`src/rtl/mem_access_unit_if.sv`:
```
// ============================================================================
// Module      : mem_access_unit_if
// Description : Pipeline-side request and memory-bus signal bundle for
//               mem_access_unit.
// Revision    : 1.0 - initial release
// ============================================================================
`default_nettype none

interface mem_access_unit_if;
    logic        mem_read;
    logic        mem_write;
    logic [31:0] addr;
    logic [31:0] wdata;
    logic [31:0] rdata;
    logic        stall;
    logic        done;
    logic        err;
    logic        bus_req;
    logic        bus_we;
    logic [31:0] bus_addr;
    logic [31:0] bus_wdata;
    logic        bus_ack;
    logic [31:0] bus_rdata;

    // The access unit itself.
    modport slave (
        input  mem_read, mem_write, addr, wdata, bus_ack, bus_rdata,
        output rdata, stall, done, err, bus_req, bus_we, bus_addr, bus_wdata
    );

    // Pipeline control plus memory responder, as seen from outside the unit.
    modport master (
        output mem_read, mem_write, addr, wdata, bus_ack, bus_rdata,
        input  rdata, stall, done, err, bus_req, bus_we, bus_addr, bus_wdata
    );
endinterface

`default_nettype wire

```
`src/rtl/mem_access_unit.sv`:
```
// ============================================================================
// Module      : mem_access_unit
// Description : Single-outstanding LW/SW memory access FSM with bus timeout.
//               Optional macro MEM_ACCESS_ALIGN_CHECK_EN rejects misaligned
//               addresses instead of forcing word alignment.
// Revision    : 1.0 - initial release
// ============================================================================
`default_nettype none

module mem_access_unit #(
    parameter int unsigned TIMEOUT = 15
) (
    input  wire logic         clk,
    input  wire logic         rst,
    mem_access_unit_if.slave  mif
);

    typedef enum logic [1:0] {
        ST_IDLE = 2'd0,
        ST_REQ  = 2'd1,
        ST_DONE = 2'd2
    } state_t;

    // Counter holds (REQ cycles elapsed - 1), so expiry is on the last allowed cycle.
    localparam logic [7:0] TMO_LAST = 8'(TIMEOUT - 1);

    state_t      state_q;
    logic [7:0]  cnt_q;
    logic [31:0] rdata_q;
    logic [31:0] bus_addr_q;
    logic [31:0] bus_wdata_q;
    logic        bus_we_q;
    logic        bus_req_q;
    logic        done_q;
    logic        err_q;

    logic [31:0] bus_addr_d;
    logic        addr_misaligned;

    assign bus_addr_d = {mif.addr[31:2], 2'b00};

`ifdef MEM_ACCESS_ALIGN_CHECK_EN
    assign addr_misaligned = (mif.addr[1:0] != 2'b00);
`else
    assign addr_misaligned = 1'b0;
`endif

    always_ff @(posedge clk or posedge rst) begin
        if (rst) begin
            state_q     <= ST_IDLE;
            cnt_q       <= 8'd0;
            rdata_q     <= 32'd0;
            bus_addr_q  <= 32'd0;
            bus_wdata_q <= 32'd0;
            bus_we_q    <= 1'b0;
            bus_req_q   <= 1'b0;
            done_q      <= 1'b0;
            err_q       <= 1'b0;
        end else begin
            case (state_q)
                ST_IDLE: begin
                    done_q <= 1'b0;
                    err_q  <= 1'b0;
                    if (mif.mem_read && mif.mem_write) begin
                        state_q <= ST_DONE;
                        done_q  <= 1'b1;
                        err_q   <= 1'b1;
                    end else if (mif.mem_read || mif.mem_write) begin
                        if (addr_misaligned) begin
                            state_q <= ST_DONE;
                            done_q  <= 1'b1;
                            err_q   <= 1'b1;
                        end else begin
                            bus_addr_q  <= bus_addr_d;
                            bus_wdata_q <= mif.wdata;
                            bus_we_q    <= mif.mem_write;
                            bus_req_q   <= 1'b1;
                            cnt_q       <= 8'd0;
                            state_q     <= ST_REQ;
                        end
                    end
                end

                ST_REQ: begin
                    // Acknowledge takes priority over a coincident timeout.
                    if (mif.bus_ack) begin
                        if (!bus_we_q) begin
                            rdata_q <= mif.bus_rdata;
                        end
                        bus_req_q <= 1'b0;
                        done_q    <= 1'b1;
                        err_q     <= 1'b0;
                        state_q   <= ST_DONE;
                    end else if (cnt_q == TMO_LAST) begin
                        bus_req_q <= 1'b0;
                        done_q    <= 1'b1;
                        err_q     <= 1'b1;
                        state_q   <= ST_DONE;
                    end else begin
                        cnt_q <= cnt_q + 8'd1;
                    end
                end

                ST_DONE: begin
                    done_q  <= 1'b0;
                    err_q   <= 1'b0;
                    state_q <= ST_IDLE;
                end

                default: begin
                    bus_req_q <= 1'b0;
                    done_q    <= 1'b0;
                    err_q     <= 1'b0;
                    state_q   <= ST_IDLE;
                end
            endcase
        end
    end

    assign mif.stall     = ((state_q == ST_IDLE) && (mif.mem_read || mif.mem_write))
                         || (state_q == ST_REQ);
    assign mif.rdata     = rdata_q;
    assign mif.done      = done_q;
    assign mif.err       = err_q;
    assign mif.bus_req   = bus_req_q;
    assign mif.bus_we    = bus_we_q;
    assign mif.bus_addr  = bus_addr_q;
    assign mif.bus_wdata = bus_wdata_q;

endmodule

`default_nettype wire

```
`src/flat_wrapper.sv`:
```
// flat-port wrapper written by rule: the top's interface ports become plain ports
module mem_access_unit_flat 
#(
    parameter int unsigned TIMEOUT = 15
)
  (clk, rst, mif_mem_read, mif_mem_write, mif_addr, mif_wdata, mif_bus_ack, mif_bus_rdata, mif_rdata, mif_stall, mif_done, mif_err, mif_bus_req, mif_bus_we, mif_bus_addr, mif_bus_wdata);
  mem_access_unit_if mif_i ();
  input  wire logic clk;
  input  wire logic rst;
  input wire logic [$bits(mif_i.mem_read)-1:0] mif_mem_read;
  input wire logic [$bits(mif_i.mem_write)-1:0] mif_mem_write;
  input wire logic [$bits(mif_i.addr)-1:0] mif_addr;
  input wire logic [$bits(mif_i.wdata)-1:0] mif_wdata;
  input wire logic [$bits(mif_i.bus_ack)-1:0] mif_bus_ack;
  input wire logic [$bits(mif_i.bus_rdata)-1:0] mif_bus_rdata;
  output wire logic [$bits(mif_i.rdata)-1:0] mif_rdata;
  output wire logic [$bits(mif_i.stall)-1:0] mif_stall;
  output wire logic [$bits(mif_i.done)-1:0] mif_done;
  output wire logic [$bits(mif_i.err)-1:0] mif_err;
  output wire logic [$bits(mif_i.bus_req)-1:0] mif_bus_req;
  output wire logic [$bits(mif_i.bus_we)-1:0] mif_bus_we;
  output wire logic [$bits(mif_i.bus_addr)-1:0] mif_bus_addr;
  output wire logic [$bits(mif_i.bus_wdata)-1:0] mif_bus_wdata;
  assign mif_i.mem_read = mif_mem_read;
  assign mif_i.mem_write = mif_mem_write;
  assign mif_i.addr = mif_addr;
  assign mif_i.wdata = mif_wdata;
  assign mif_i.bus_ack = mif_bus_ack;
  assign mif_i.bus_rdata = mif_bus_rdata;
  assign mif_rdata = mif_i.rdata;
  assign mif_stall = mif_i.stall;
  assign mif_done = mif_i.done;
  assign mif_err = mif_i.err;
  assign mif_bus_req = mif_i.bus_req;
  assign mif_bus_we = mif_i.bus_we;
  assign mif_bus_addr = mif_i.bus_addr;
  assign mif_bus_wdata = mif_i.bus_wdata;
  mem_access_unit #(.TIMEOUT(TIMEOUT)) u_core (.clk(clk), .rst(rst), .mif(mif_i));
endmodule
```
`config.mk`:
```
export PLATFORM = sky130hd
export DESIGN_NAME = mem_access_unit_flat
export DESIGN_NICKNAME = d
export VERILOG_FILES = /design/src/rtl/mem_access_unit_if.sv /design/src/rtl/mem_access_unit.sv /design/src/flat_wrapper.sv
export SDC_FILE = /design/constraint.sdc
export NUM_CORES = 1
export LEC_CHECK = 0
export CAP_MARGIN = 20
export CORE_MARGIN = 3
export CORE_UTILIZATION = 44
export DETAILED_ROUTE_END_ITERATION = 16
export PLACE_DENSITY_LB_ADDON = 0.05
export SLEW_MARGIN = 20
export SYNTH_ARGS = -nofsm -noshare
export SYNTH_HDL_FRONTEND = slang
export SYNTH_SLANG_ARGS = --single-unit
```
`constraint.sdc`:
```
create_clock -name clk -period 6.8 [get_ports clk]
set_input_delay 0.68 -clock clk [delete_from_list [all_inputs] [get_ports clk]]
set_output_delay 0.68 -clock clk [all_outputs]
set_load 0.02 [all_outputs]
```
# After elaboration in Yosys (flattened, before gate mapping)
# Cells that the tools add are included.
dict set report word_totals {
  regBits 108
  input_bits 101
  output_inout_bits 101
  wordCells 54
}
dict set report classes {
  n_addsub 1
  n_eq_ne 9
  mux 21
  n_bitwise 3
  n_reduce_logical 11
}
# op count
set op_table {}
lappend op_table {{8-bit two-way mux} 4}
lappend op_table {{8-bit case mux with 2 select lines} 1}
lappend op_table {{8-bit by 1-bit adder with 8-bit output (second input constant)} 1}
lappend op_table {{8-bit by 4-bit equality test with 1-bit output (second input constant)} 1}
lappend op_table {{1-bit two-way mux} 8}
lappend op_table {{2-bit two-way mux} 4}
lappend op_table {{2-bit inequality test (second input constant)} 3}
lappend op_table {{3-bit AND reduction} 2}
lappend op_table {{5-bit AND reduction} 1}
lappend op_table {{1-bit case mux with 2 select lines} 2}
lappend op_table {{2-bit case mux with 2 select lines} 1}
lappend op_table {{4-bit AND reduction} 1}
lappend op_table {{3-bit by 1-bit inequality test with 1-bit output (second input constant)} 1}
lappend op_table {{3-bit by 2-bit inequality test with 1-bit output (second input constant)} 1}
lappend op_table {{1-bit inverter} 3}
lappend op_table {{1-bit case mux with 3 select lines} 1}
lappend op_table {{2-bit by 1-bit equality test with 1-bit output (second input constant)} 1}
lappend op_table {{2-bit equality test (second input constant)} 1}
lappend op_table {{1-bit logical AND} 2}
lappend op_table {{2-bit logical NOT} 1}
lappend op_table {{1-bit logical OR} 2}
lappend op_table {{2-bit by 1-bit inequality test with 1-bit output (second input constant)} 1}
lappend op_table {{2-bit AND reduction} 1}
lappend op_table {{2-bit nonzero test} 1}

# Longest topological paths before layout
dict set report depth {
  word_depth 4
  depth_mapped 8
  depth_no_buf 6
}

# Worst setup path before layout
# No wires, ideal clock.
dict set report synth_path {
  path_type {register to register}
  start {reg u_core.cnt_q[0]}
  end {reg u_core.done_q, in the netlist u_core.mif.done}
  setup_ps 125
  arrival_time_ps 1747
  slack_ps 4928
  path_stages_with_launch 7
  path_buffers 1
  period_less_slack_ps 1872
  path_cell_list {dfrtp_1 inv_1 ha_1 or4b_1 o31ai_2 buf_6 mux2_2}
}
dict set report synth_via {
  elab_chain_cells 2
}
# item line
set synth_rtl {}
lappend synth_rtl {{from (decl)} mem_access_unit.sv:28} ;# logic [7:0] cnt_q;
lappend synth_rtl {{from (signal assigned)} mem_access_unit.sv:100} ;# cnt_q <= cnt_q + 8'd1;
lappend synth_rtl {{8-bit by 4-bit equality test with 1-bit output} mem_access_unit.sv:94} ;# end else if (cnt_q == TMO_LAST) begin
lappend synth_rtl {{3-bit by 2-bit inequality test with 1-bit output (no line)} -}
lappend synth_rtl {{to (signal assigned)} mem_access_unit.sv:91} ;# done_q <= 1'b1;
lappend synth_rtl {{to (signal assigned)} mem_access_unit.sv:96} ;# done_q <= 1'b1;
lappend synth_rtl {{to (signal assigned)} mem_access_unit.sv:105} ;# done_q <= 1'b0;
lappend synth_rtl {{to (decl)} mem_access_unit.sv:34} ;# logic done_q;
# No other way between the ends.
# A chain may end at the register's enable or synchronous reset.

# Worst setup path in the final report
dict set report layout_path {
  start {in mif_mem_read}
  end {out mif_stall}
}
dict set report layout_via {
  elab_chain_cells 3
}
# item line
set layout_rtl {}
lappend layout_rtl {{from (decl)} flat_wrapper.sv:10} ;# input wire logic [$bits(mif_i.mem_read)-1:0] mif_mem_read;
lappend layout_rtl {{1-bit logical OR} mem_access_unit.sv:120} ;# assign mif.stall = ((state_q == ST_IDLE) && (mif.mem_read || mif.mem_write))
lappend layout_rtl {{1-bit logical AND} mem_access_unit.sv:120}
lappend layout_rtl {{1-bit logical OR} mem_access_unit.sv:121} ;# || (state_q == ST_REQ);
lappend layout_rtl {{to (decl)} flat_wrapper.sv:17} ;# output wire logic [$bits(mif_i.stall)-1:0] mif_stall;
# No other way between the ends.

==> results.cfg <==
[critical_path]
cp.arrival_ps = 2040
crit_chain = clkdlybuf4s50_1 -> nor3_1 -> nor2_1 -> clkdlybuf4s50_1
crit_type = in2out
cp_slowest_cell = clkdlybuf4s50_1
cp_slowest_stage_delay_ps = 620
worstPathRequired_ps = 6120
rr_worst_depth = 7
cp-start-kind = primary input
crit_top_cell = clkdlybuf4s50_1
critPathCaptureType = primary output
critPathMaxFanout = 5

[synth]
yosysMostFrequentCell = dfrtp_1
ys_seq_elements = 108
synth_cell_types = 27
async_flop_share = 1.000
ys_warn_count = 0
synthFlopType = dfrtp_1
postSynthCellCount = 278
synth-edff-count = 0
syn_area_per_cell_um2 = 15.18
synth_top_area_share = 0.6406
yosysSeqAreaShare = 0.6406
netlist_area_um2 = 4219
synth_common_cells = 108 x dfrtp_1, 95 x mux2_2, 10 x buf_2
synth_area_leaders = dfrtp_1 64%, mux2_2 25%, buf_2 1.2%
yosysTopAreaCell = dfrtp_1

[final_layout]
num-fill-cells = 695
regArea_um2 = 2703
instances_no_fill = 610
nNetsFinal = 579
area_growth_pct = 54.30
drive_gt1_frac = 0.2453
diodes = 0
multi_input_area_um2 = 1429

[placement]
globalplace.congestion = 0.7532
dp_cells = 594
hpwlAfterDp_um = 7367
io_buffer_count = 197

[sta]
fin_crit_sh = 0.3997
rsz0062_at_grt = false
slew_headroom = 0.4493
period_needed_ps = 2718
drv_slew = 0
finalClockSkew_ps = 9.276
max_freq_ghz = 0.3679
finalHoldViolCount = 0
tns_ps = 0
worst_pin_slew_ps = 826.0
final-setup-viol-count = 0

[clocking]
ctsRootBufferMaster = clkbuf_8
cts_hold_buf = 0
cts_resized = 0
cts-buffers-inserted = 9
cts_buffer_depth = 2
cts.sinks = 108
cts_max_level = 3
post_cts_buffers = 0
worstSkewPairLatency_ps = 360
clk_pin_slew_ps = 90
cts_tree = built

[floorplanning]
die_h_um = 103.9
dieArea_um2 = 10800
placementRows = 35
io_pins = 202
start_util = 0.4544
die_x_um = 103.9
core-area_um2 = 9284

[route]
first_pass_iters = 4
via_per_inst = 4.802
routed_wl_um = 9874
drtIter0Drc = 80
antenna_left = 0
routedWlPerCell_um = 16.19
drc = 0
vias = 2929

[global_routing]
grt_start_max_net_pins = 67
grt_pass1_vias = 2969
antenna_found_initial = 0
grt_pass1_wl_um = 15660
grt_overflow = 0
grt_usage = 0.1827

[outcome]
status = finished clean

[worst_hold_path]
hp-class = reg2reg
holdPathStages = 1

[power]
p_leak_uw = 0.002707
irDropWorstVdd_mv = 0.2505
p_per_area_nw_per_um2 = 477.2

[run]
cap_violations = 0
-- final cells by class --
type                       instances  share of cell area
sequential                       108              0.4151
timing repair buffer             201              0.3075
multi-input combinational        153              0.2195
tap                              129             0.02479
clock buffer                      11             0.02172
clock inverter                     5            0.009225
inverter                           3            0.002114
-- per-layer routing --
layer,track usage,vias to the layer above,part of all wire
li1,-,1365,-
met1,0.2256,1434,0.41
met2,0.2994,123,0.48
met3,0.07635,7,0.096
met4,0.04558,0,0.0094
met5,0,-,0
-- state kept, by name, indices dropped and copies added, names as in the netlist --
signal,cells
u_core.cnt_q,8
u_core.state_q,2
u_core.mif.rdata,32
u_core.mif.bus_req,1
u_core.mif.err,1
u_core.mif.bus_we,1
u_core.mif.bus_addr,30
u_core.mif.done,1
u_core.mif.bus_wdata,32
-- worst paths after layout --
path	slack (ps)	from	endpoint
worst max-delay path	4080	mif_mem_read	mif_stall
worst min-delay path	510	u_core.mif.bus_addr[13]$_DFFE_PP0P_	u_core.mif.bus_addr[13]$_DFFE_PP0P_
worst max register to register	4450	u_core.cnt_q[0]$_DFFE_PP0P_	u_core.cnt_q[2]$_DFFE_PP0P_
worst min register to register	510	u_core.mif.bus_addr[13]$_DFFE_PP0P_	u_core.mif.bus_addr[13]$_DFFE_PP0P_
max in group asynchronous	4870	rst	u_core.mif.bus_addr[16]$_DFFE_PP0P_
min in group asynchronous	740	rst	u_core.mif.bus_addr[12]$_DFFE_PP0P_
-- logic make-up after synthesis --
family	Yosys count	synth area share
DFF	108	0.6406
muxes	95	0.2536
and+or+nand+nor	37	0.04478
buffers and inverters	18	0.02343
AOI/OAI and AO/OA	14	0.02462
xor gates and xnor gates	3	0.006229
adders and majority gates	2	0.005930
other	1	0.0008888
-- critical path, delay by kind of cell --
kind / cells / cell delay, ps
buf+inv: 2 / 1190
simple gates: 2 / 170
-- layout by cell type, fill, tap and decap left out, types with 2 or more instances in the layout --
cell type        Yosys  routed
xnor2_1              3       3
mux2_2              95      95
nor2_1               9       9
inv_1                3       2
nor3_1               5       4
buf_4                3       4
and2_1               2       2
nand3_1              5       5
nand2_1              8       8
ha_1                 2       2
clkbuf_8             0      10
o2bb2ai_1            2       2
clkdlybuf4s50_1      0     197
a21oi_1              4       4
and4_1               2       2
nor3b_1              3       3
o21ai_0              2       2
dfrtp_1            108     108
a211o_1              3       3
conb_1               1       2
-- per-stage QoR --
stage | hold slack, ps | instance area [µm²] | util | setup WS [ps] | power (µW)
floorplan | 504.3 | 4223 | - | 3274 | 1970
global placement | 485.1 | 6309 | 0.6795 | 4022 | 2713
detailed placement | 492.5 | 6309 | 0.6795 | 3967 | 2755
CTS | 515.4 | 6510 | 0.7012 | 4091 | 3154
global route | 522.6 | 6510 | 0.7012 | 4006 | 3275
finish | 508.5 | 6510 | 0.7012 | 4082 | 3106
-- where the power goes --
part | switching, µW | internal (µW) | total [µW]
Sequential | 157 | 951 | 1110
Clock | 208 | 182 | 390
Combinational | 738 | 869 | 1610
Note: power is estimated with default switching activity, not from simulation.
